`config.mk`:
```
export PLATFORM = sky130hd
export DESIGN_NAME = cia_tod
export DESIGN_NICKNAME = d
export VERILOG_FILES = /design/src/rtl/cia_tod_pkg.sv /design/src/rtl/tod_tick_sync.sv /design/src/rtl/cia_tod.sv
export SDC_FILE = /design/constraint.sdc
export NUM_CORES = 1
export LEC_CHECK = 0
export ABC_AREA = 0
export CAP_MARGIN = 20
export CORE_ASPECT_RATIO = 2
export CORE_UTILIZATION = 30
export CTS_BUF_LIST = sky130_fd_sc_hd__clkbuf_4 sky130_fd_sc_hd__clkbuf_8
export DETAILED_ROUTE_END_ITERATION = 10
export SYNTH_ARGS = -nofsm -noshare
export SYNTH_HDL_FRONTEND = slang
export SYNTH_HIERARCHICAL = 1
export SYNTH_SLANG_ARGS = --single-unit
```
`constraint.sdc`:
```
create_clock -name CLK6 -period 5.7 [get_ports CLK6]
set_input_delay 1.14 -clock CLK6 [delete_from_list [all_inputs] [get_ports CLK6]]
set_output_delay 1.14 -clock CLK6 [all_outputs]
set_load 0.01 [all_outputs]
```
`src/rtl/cia_tod_pkg.sv`:
```
// Shared constants and byte-access helpers for the CIA-style time-of-day counter.
package cia_tod_pkg;

   localparam int TOD_WIDTH = 24;

   localparam logic [1:0] RS_LO   = 2'd0;
   localparam logic [1:0] RS_MID  = 2'd1;
   localparam logic [1:0] RS_HI   = 2'd2;
   localparam logic [1:0] RS_NONE = 2'd3;

   typedef logic [TOD_WIDTH-1:0] tod_t;

   localparam tod_t TOD_COUNTER_RST = '0;
   localparam tod_t TOD_ALARM_RST   = '0;

   function automatic logic [7:0] tod_byte(input tod_t v, input logic [1:0] rs);
      case (rs)
         RS_LO:   return v[7:0];
         RS_MID:  return v[15:8];
         RS_HI:   return v[23:16];
         default: return 8'h00;
      endcase
   endfunction

   function automatic tod_t tod_set_byte(input tod_t v, input logic [1:0] rs,
                                         input logic [7:0] data);
      tod_t r;
      r = v;
      case (rs)
         RS_LO:   r[7:0]   = data;
         RS_MID:  r[15:8]  = data;
         RS_HI:   r[23:16] = data;
         default: r = v;
      endcase
      return r;
   endfunction

endpackage

```
`src/rtl/tod_tick_sync.sv`:
```
// Multi-flop synchronizer for the asynchronous mains tick plus a registered
// rising-edge pulse; pulse appears SYNC_STAGES+1 clocks after the input rises.
module tod_tick_sync #(
   parameter int SYNC_STAGES = 2
) (
   input  logic clk_i,
   input  logic rst_i,
   input  logic tick_i,
   output logic pulse_o
);

   logic [SYNC_STAGES-1:0] sync_q;
   logic                   hist_q;
   logic                   pulse_q;

   // NOTE: clocked state uses non-blocking assignments so every flop samples pre-edge values.
   always_ff @(posedge clk_i) begin
      if (rst_i) begin
         sync_q  <= '0;
         hist_q  <= 1'b0;
         pulse_q <= 1'b0;
      end else begin
         sync_q  <= {sync_q[SYNC_STAGES-2:0], tick_i};
         hist_q  <= sync_q[SYNC_STAGES-1];
         pulse_q <= sync_q[SYNC_STAGES-1] & ~hist_q;
      end
   end

   assign pulse_o = pulse_q;

endmodule

```
`src/rtl/cia_tod.sv`:
```
// 24-bit binary time-of-day counter with 8520-style halt-on-write, latch-on-read
// and alarm pulse. Define TOD_TICKSEL_EN to select between TICK50/TICK60 inputs.
module cia_tod
   import cia_tod_pkg::*;
#(
   parameter int SYNC_STAGES = 2
) (
   input  logic       CLK6,
   input  logic       RESET,
`ifdef TOD_TICKSEL_EN
   input  logic       TICK50,
   input  logic       TICK60,
   input  logic       TICK_SEL,
`else
   input  logic       TICK,
`endif
   input  logic [1:0] RS,
   input  logic       WE,
   input  logic       RE,
   input  logic       ALARM_SEL,
   input  logic [7:0] DIN,
   output logic [7:0] DOUT,
   output logic       IRQ_ALARM
);

   logic tick_src;
   logic tick_pulse;

`ifdef TOD_TICKSEL_EN
   assign tick_src = TICK_SEL ? TICK50 : TICK60;
`else
   assign tick_src = TICK;
`endif

   tod_tick_sync #(.SYNC_STAGES(SYNC_STAGES)) u_tick_sync (
      .clk_i   (CLK6),
      .rst_i   (RESET),
      .tick_i  (tick_src),
      .pulse_o (tick_pulse)
   );

   tod_t       counter_q, counter_d;
   tod_t       alarm_q, alarm_d;
   tod_t       snapshot_q, snapshot_d;
   logic       halt_q, halt_d;
   logic       latched_q, latched_d;
   logic [7:0] dout_q, dout_d;
   logic       irq_q, irq_d;
   logic       cnt_upd;
   logic       ctr_wr;
   logic       rd_en;

   assign ctr_wr = WE && !ALARM_SEL && (RS != RS_NONE);
   assign rd_en  = RE && !WE;

   always_comb begin
      // NOTE: every comb output gets a default first so no path can infer a latch.
      counter_d  = counter_q;
      alarm_d    = alarm_q;
      snapshot_d = snapshot_q;
      halt_d     = halt_q;
      latched_d  = latched_q;
      dout_d     = dout_q;
      cnt_upd    = 1'b0;

      // A counter write takes priority over a coincident tick, which is then lost.
      if (ctr_wr) begin
         counter_d = tod_set_byte(counter_q, RS, DIN);
         cnt_upd   = 1'b1;
         if (RS == RS_HI) halt_d = 1'b1;
         else if (RS == RS_LO) halt_d = 1'b0;
      end else if (tick_pulse && !halt_q) begin
         counter_d = counter_q + TOD_WIDTH'(1);
         cnt_upd   = 1'b1;
      end

      if (WE && ALARM_SEL) alarm_d = tod_set_byte(alarm_q, RS, DIN);

      if (rd_en) begin
         if (RS == RS_HI && !latched_q) begin
            snapshot_d = counter_q;
            latched_d  = 1'b1;
            dout_d     = counter_q[23:16];
         end else begin
            dout_d = tod_byte(latched_q ? snapshot_q : counter_q, RS);
            if (RS == RS_LO) latched_d = 1'b0;
         end
      end

      irq_d = cnt_upd && (counter_d == alarm_q);
   end

   always_ff @(posedge CLK6) begin
      if (RESET) begin
         // NOTE: snapshot is cleared too, so no stale counter bytes survive a reset.
         counter_q  <= TOD_COUNTER_RST;
         alarm_q    <= TOD_ALARM_RST;
         snapshot_q <= TOD_COUNTER_RST;
         halt_q     <= 1'b0;
         latched_q  <= 1'b0;
         dout_q     <= 8'h00;
         irq_q      <= 1'b0;
      end else begin
         counter_q  <= counter_d;
         alarm_q    <= alarm_d;
         snapshot_q <= snapshot_d;
         halt_q     <= halt_d;
         latched_q  <= latched_d;
         dout_q     <= dout_d;
         irq_q      <= irq_d;
      end
   end

   assign DOUT      = dout_q;
   assign IRQ_ALARM = irq_q;

endmodule
```
=== After elaboration in Yosys (flattened, before gate mapping) ===
Cells that the tools add are included.

* Register bits after elaboration: 87
* Latch bits: 0
* Bits in writable memories: 0
* ROM bits: 0
* Logic and storage cells: 52
* Memories: 0

* Add/subtract/negate cells: 1
* Multipliers: 0
* Div/mod/pow operators: 0
* $lt $le $gt $ge: 0
* Eq/ne operators: 4
* Shifts and indexed selects: 0
* Muxes and demuxes: 13
* Bitwise logic cells: 2
* Reduce and logical (&&, ||, !) cells: 20

{| class="wikitable"
|+ Operators with widths
! kind !! number
|-
| $mux W24 || 3
|-
| $mux W8 || 4
|-
| $add A24 B1 Y24 const B || 1
|-
| $eq A24 B24 Y1 || 1
|-
| $pmux W8 S3 || 1
|-
| $reduce_and A2 Y1 || 6
|-
| $logic_and A1 B1 Y1 || 7
|-
| $mux W1 || 5
|-
| $logic_not A1 Y1 || 4
|-
| $reduce_bool A2 Y1 || 2
|-
| $eq A2 B1 Y1 const B || 1
|-
| $eq A2 B2 Y1 const B || 1
|-
| $logic_not A2 Y1 || 1
|-
| $ne A2 B2 Y1 const B || 1
|-
| $and A1 B1 Y1 || 1
|-
| $not A1 Y1 || 1
|}

=== Longest topological paths before layout ===
* Word-level depth: 6
* Gate-level depth with buffers: 10
* Gate-level depth less buffers: 8

=== Modules after synthesis ===
Netlist, hierarchy kept.

{| class="wikitable"
|+ By module, submodules not included
! module !! times used !! cells an instance !! area an instance (um^2) !! sequential area each (um^2)
|-
| cia_tod || 1 || 677 || 5241.3 || 1661.6
|-
| tod_tick_sync || 1 || 8 || 111.4 || 80.1
|}

=== Worst setup path after synthesis ===
OpenSTA, ideal clock, no wires.

* Kind: input to register
* From: input ALARM_SEL
* To: register irq_q (netlist: IRQ_ALARM)
* Library setup time: 88 ps
* Data arrival time: 2883 ps
* Setup slack: 2730 ps
* Stages: 9
* Path through: buf_6 > or4b_4 > buf_6 > nand2b_4 > o211ai_2 > a22o_1 > a2111oi_0 > nand4_1 > nor4_2

* Cells in the longest elaborated chain, start to end: 6
* Elaborated cells on any way between the ends: 7
* Those cells by class: eq/ne: 1; mux: 2; reduce/logical: 4

{| class="wikitable"
|+ Ends and longest elaborated chain
! item !! RTL line !! RTL
|-
| start: declaration || cia_tod.sv:20 || <nowiki>input logic ALARM_SEL,</nowiki>
|-
| $logic_not A1 Y1 * || cia_tod.sv:53 || <nowiki>assign ctr_wr = WE && !ALARM_SEL && (RS != RS_NONE);</nowiki>
|-
| $logic_and A1 B1 Y1 * (2 in a row) || cia_tod.sv:53 ||
|-
| $mux W24 || cia_tod.sv:67 || <nowiki>if (ctr_wr) begin</nowiki>
|-
| $eq A24 B24 Y1 || cia_tod.sv:90 || <nowiki>irq_d = cnt_upd && (counter_d == alarm_q);</nowiki>
|-
| $logic_and A1 B1 Y1 * || cia_tod.sv:90 ||
|-
| end signal: assignment || cia_tod.sv:110 || <nowiki>irq_q <= irq_d;</nowiki>
|-
| end: declaration || cia_tod.sv:48 || <nowiki>logic irq_q, irq_d;</nowiki>
|}

Every way passes the cells marked *; elsewhere a longest branch is shown, timed or not.
A chain may end at the register's enable or synchronous reset.

=== Final worst setup path ===
Same ends and word-level chain as after synthesis.

==> metrics.yaml <==
synth_edf_count: 0
synth.distinct_cells: 90
num_antenna_cells: 0
post-cts-setup-buffers: 0
slowest_stage: "clkdlybuf4s50_1"
switching_power_w: 0.000433
worstMarginPinSlew_ps: 895
rows: 68
seq_area_um2: 1740
antenna_found_initial: 0
critPathArrivalTime_ps: 4260
ioPinCount: 25
finalPower_w: 0.00131
use_met2_pct: 42.3
drt_first_pass_iters: 6
die_h_um: 191
grt_pass1_vias: 5143
cts_tree: "done"
syn_to_final_growth_pct: 9.09
postRouteAntennaNets: 0
drive_gt1_share_pct: 9.93
synth_seq_area_share_pct: 32.5
die_w_um: 96.5
setup_violations: 0
layout_min_cycle_time_ps: 3940
die_area_um2: 18400
grt_usage_pct: 24.2
critical_path_buf_inv_count: 1
dp_hpwl_um: 16300
cts.clk_slew.worst_paths_ps: 100
end_kind: "register"
core_area_um2: 17400
multi_input_area_um2: 3270
cpLargestDelayFamily: "simple AND/OR/NAND/NOR gates"
io_buffers: 24
ys_warn_count: 6
required_ps: 6020
cts_sinks: 87
grt_max_degree: 50
syn_area_um2: 5350
grt_busiest_layer: "met2"
htree_levels: 3
numCtsBuffers: 9
cts_hold_buf: 0
initial_core_util_pct: 30.8
synthFlopType: "dfxtp_1"
min_path_type: "reg2reg"
post_drt_wl_per_cell_um: 23.8
clk_latency_ps: 420
finalClockSkew_ps: 22.0
p_leak_nw: 1.86
routed_wirelength_um: 21300
syn-instance-count: 685
critPathMaxStageDelay_ps: 690
dr.first_iter.drc_count: 480
max_cap_violations: 0
final_util_pct: 33.6
grt_pass1_wl_um: 31600
avgSynthCellArea_um2: 7.81
clock_path_buffers: 2
finalSetupTns_ps: 0
synthArstFlopShare_pct: 0
nets: 697
r2r_cells: 8
p_comb_share_pct: 15.8
syn_nets: 702
overflow: 0
crit_type: "in2reg"
p_int_w: 0.000874
ir_worst_vdd_uv: 110
fmax_mhz: 254
fill_cells: 1876
crit_chain: "clkdlybuf4s50_1, and2b_4, a2111oi_2, a211oi_1, o31a_1, nor3_1, nand3_1, nor4_2"
powerDensity_nw_per_um2: 224
cts_resized: 0
status: "completed"
swShare_pct: 33.1
hold_violations: 0
p_seq_share_pct: 50.2
vias: 5402
period_share_pct: 69.1
use_met1_pct: 22.7
slew_viol_final: 0
cts-root-buf: "clkbuf_8"
synth-seq-cells: 87
drc_errors: 0
viasPerCell: 6.04
cp_max_fo: 22
startpoint_type: "primary input"
cp.depth: 8
power_frac_clock_pct: 34.0
rsz0062_at_grt: "false"
hold_slack_ps: 410
place.gp.congestion: 0.987
max-slew-margin-rel_pct: 40.2
grtUsageMet3_pct: 4.22
min_path_cells: 1
[per-stage QoR]
step / cell area [µm²] / setup slack, ps / std cells
floorplan: 5350 / 2730 / 685
global placement: 5650 / 1530 / 879
detailed placement: 5650 / 1510 / 879
CTS: 5840 / 1930 / 895
global route: 5840 / 1690 / 895
finish: 5840 / 1760 / 895
[per-layer routing]
metal,part of all wire [%],vias up,routed length (µm)
met4,11,0,2370
met1,32,2547,6860
met3,4.9,103,1040
met2,52,260,11000
li1,-,2492,-
met5,0,-,0
[logic make-up (layout without fill, tap and decap cells)]
family                   after synthesis  in the layout  synth area share, %
flip-flops                            87             87                 32.5
multiplexers                          17             17                 4.86
adder cells (fa/ha/maj)                1              1                0.234
XOR/XNOR                              16             16                 2.62
buffers and inverters                 66             66                 6.45
AND/OR/NAND/NOR                      322            322                 31.5
AO/OA/AOI/OAI                        176            176                 21.8
[sequential cells by signal, indices dropped and copies added, names as in the netlist]
register / count
DOUT: 8
IRQ_ALARM: 1
alarm_q: 24
counter_q: 24
halt_q: 1
latched_q: 1
snapshot_q: 24
u_tick_sync/hist_q: 1
u_tick_sync/pulse_o: 1
u_tick_sync/sync_q: 2
[Yosys cell counts, types with 8 or more instances]
library cell	instances	area (µm²)
a21oi_1	74	370
buf_2	9	45.0
clkbuf_1	30	113
dfxtp_1	87	1740
inv_1	13	48.8
mux2i_1	8	80.1
nand2_1	124	465
nand2b_1	12	75.1
nand3_1	35	175
nand4_1	14	87.6
nor2_1	45	169
nor2b_1	12	75.1
nor3_1	15	75.1
nor4_1	14	87.6
o21ai_0	26	130
xor2_1	9	78.8
[area by class of cell]
cell class | count | area share (%)
well taps | 210 | 4.50
multi-input cells | 532 | 55.9
flip-flops and latches | 87 | 29.8
repair buffers | 37 | 5.61
clock buffers | 9 | 2.12
clock inverters | 7 | 1.18
inverters | 13 | 0.836
[worst reg2reg max path, cell delays in order (launching register included)]
cell       delay, ps
dfxtp_1          580
ha_1             300
nand3_1          250
nor4_4           530
a211oi_1         190
a221o_1          400
a2111oi_2        370
nand4_1          240
nor4_2           320
[cell usage in the layout (no fill, tap or decap), types with 4 or more instances in the layout]
master,n
nor4_1,14
nand3_1,35
nand3b_1,4
o211ai_1,5
or3_1,6
o22ai_1,4
xnor2_1,7
nand2_1,124
nor2_1,45
nor3b_1,5
clkdlybuf4s50_1,22
nor3_1,15
o21ai_0,26
and3_1,7
nand2b_1,12
nand4_1,14
a211oi_1,7
mux4_2,7
buf_4,13
nor2b_1,12
xor2_1,9
dfxtp_1,87
inv_1,13
a21oi_1,74
clkbuf_8,9
mux2i_1,8
[power by group through the flow]
stage	clock network (W)	logic (W)	registers (W)
floorplan	0	0.000139	0.000652
global placement	0	0.000203	0.000669
detailed placement	0	0.000202	0.000669
CTS	0.000454	0.000203	0.000655
global route	0.000478	0.000219	0.000658
finish	0.000444	0.000207	0.000656
[path summary, 6_finish.rpt]
path / slack (ps) / start / end
max reg2reg: 2450 / counter_q[0] / IRQ_ALARM
min: 410 / u_tick_sync/hist_q / u_tick_sync/pulse_o
min reg2reg: 410 / u_tick_sync/hist_q / u_tick_sync/pulse_o
max: 1760 / ALARM_SEL / IRQ_ALARM
(Power assumes the default switching activity.)
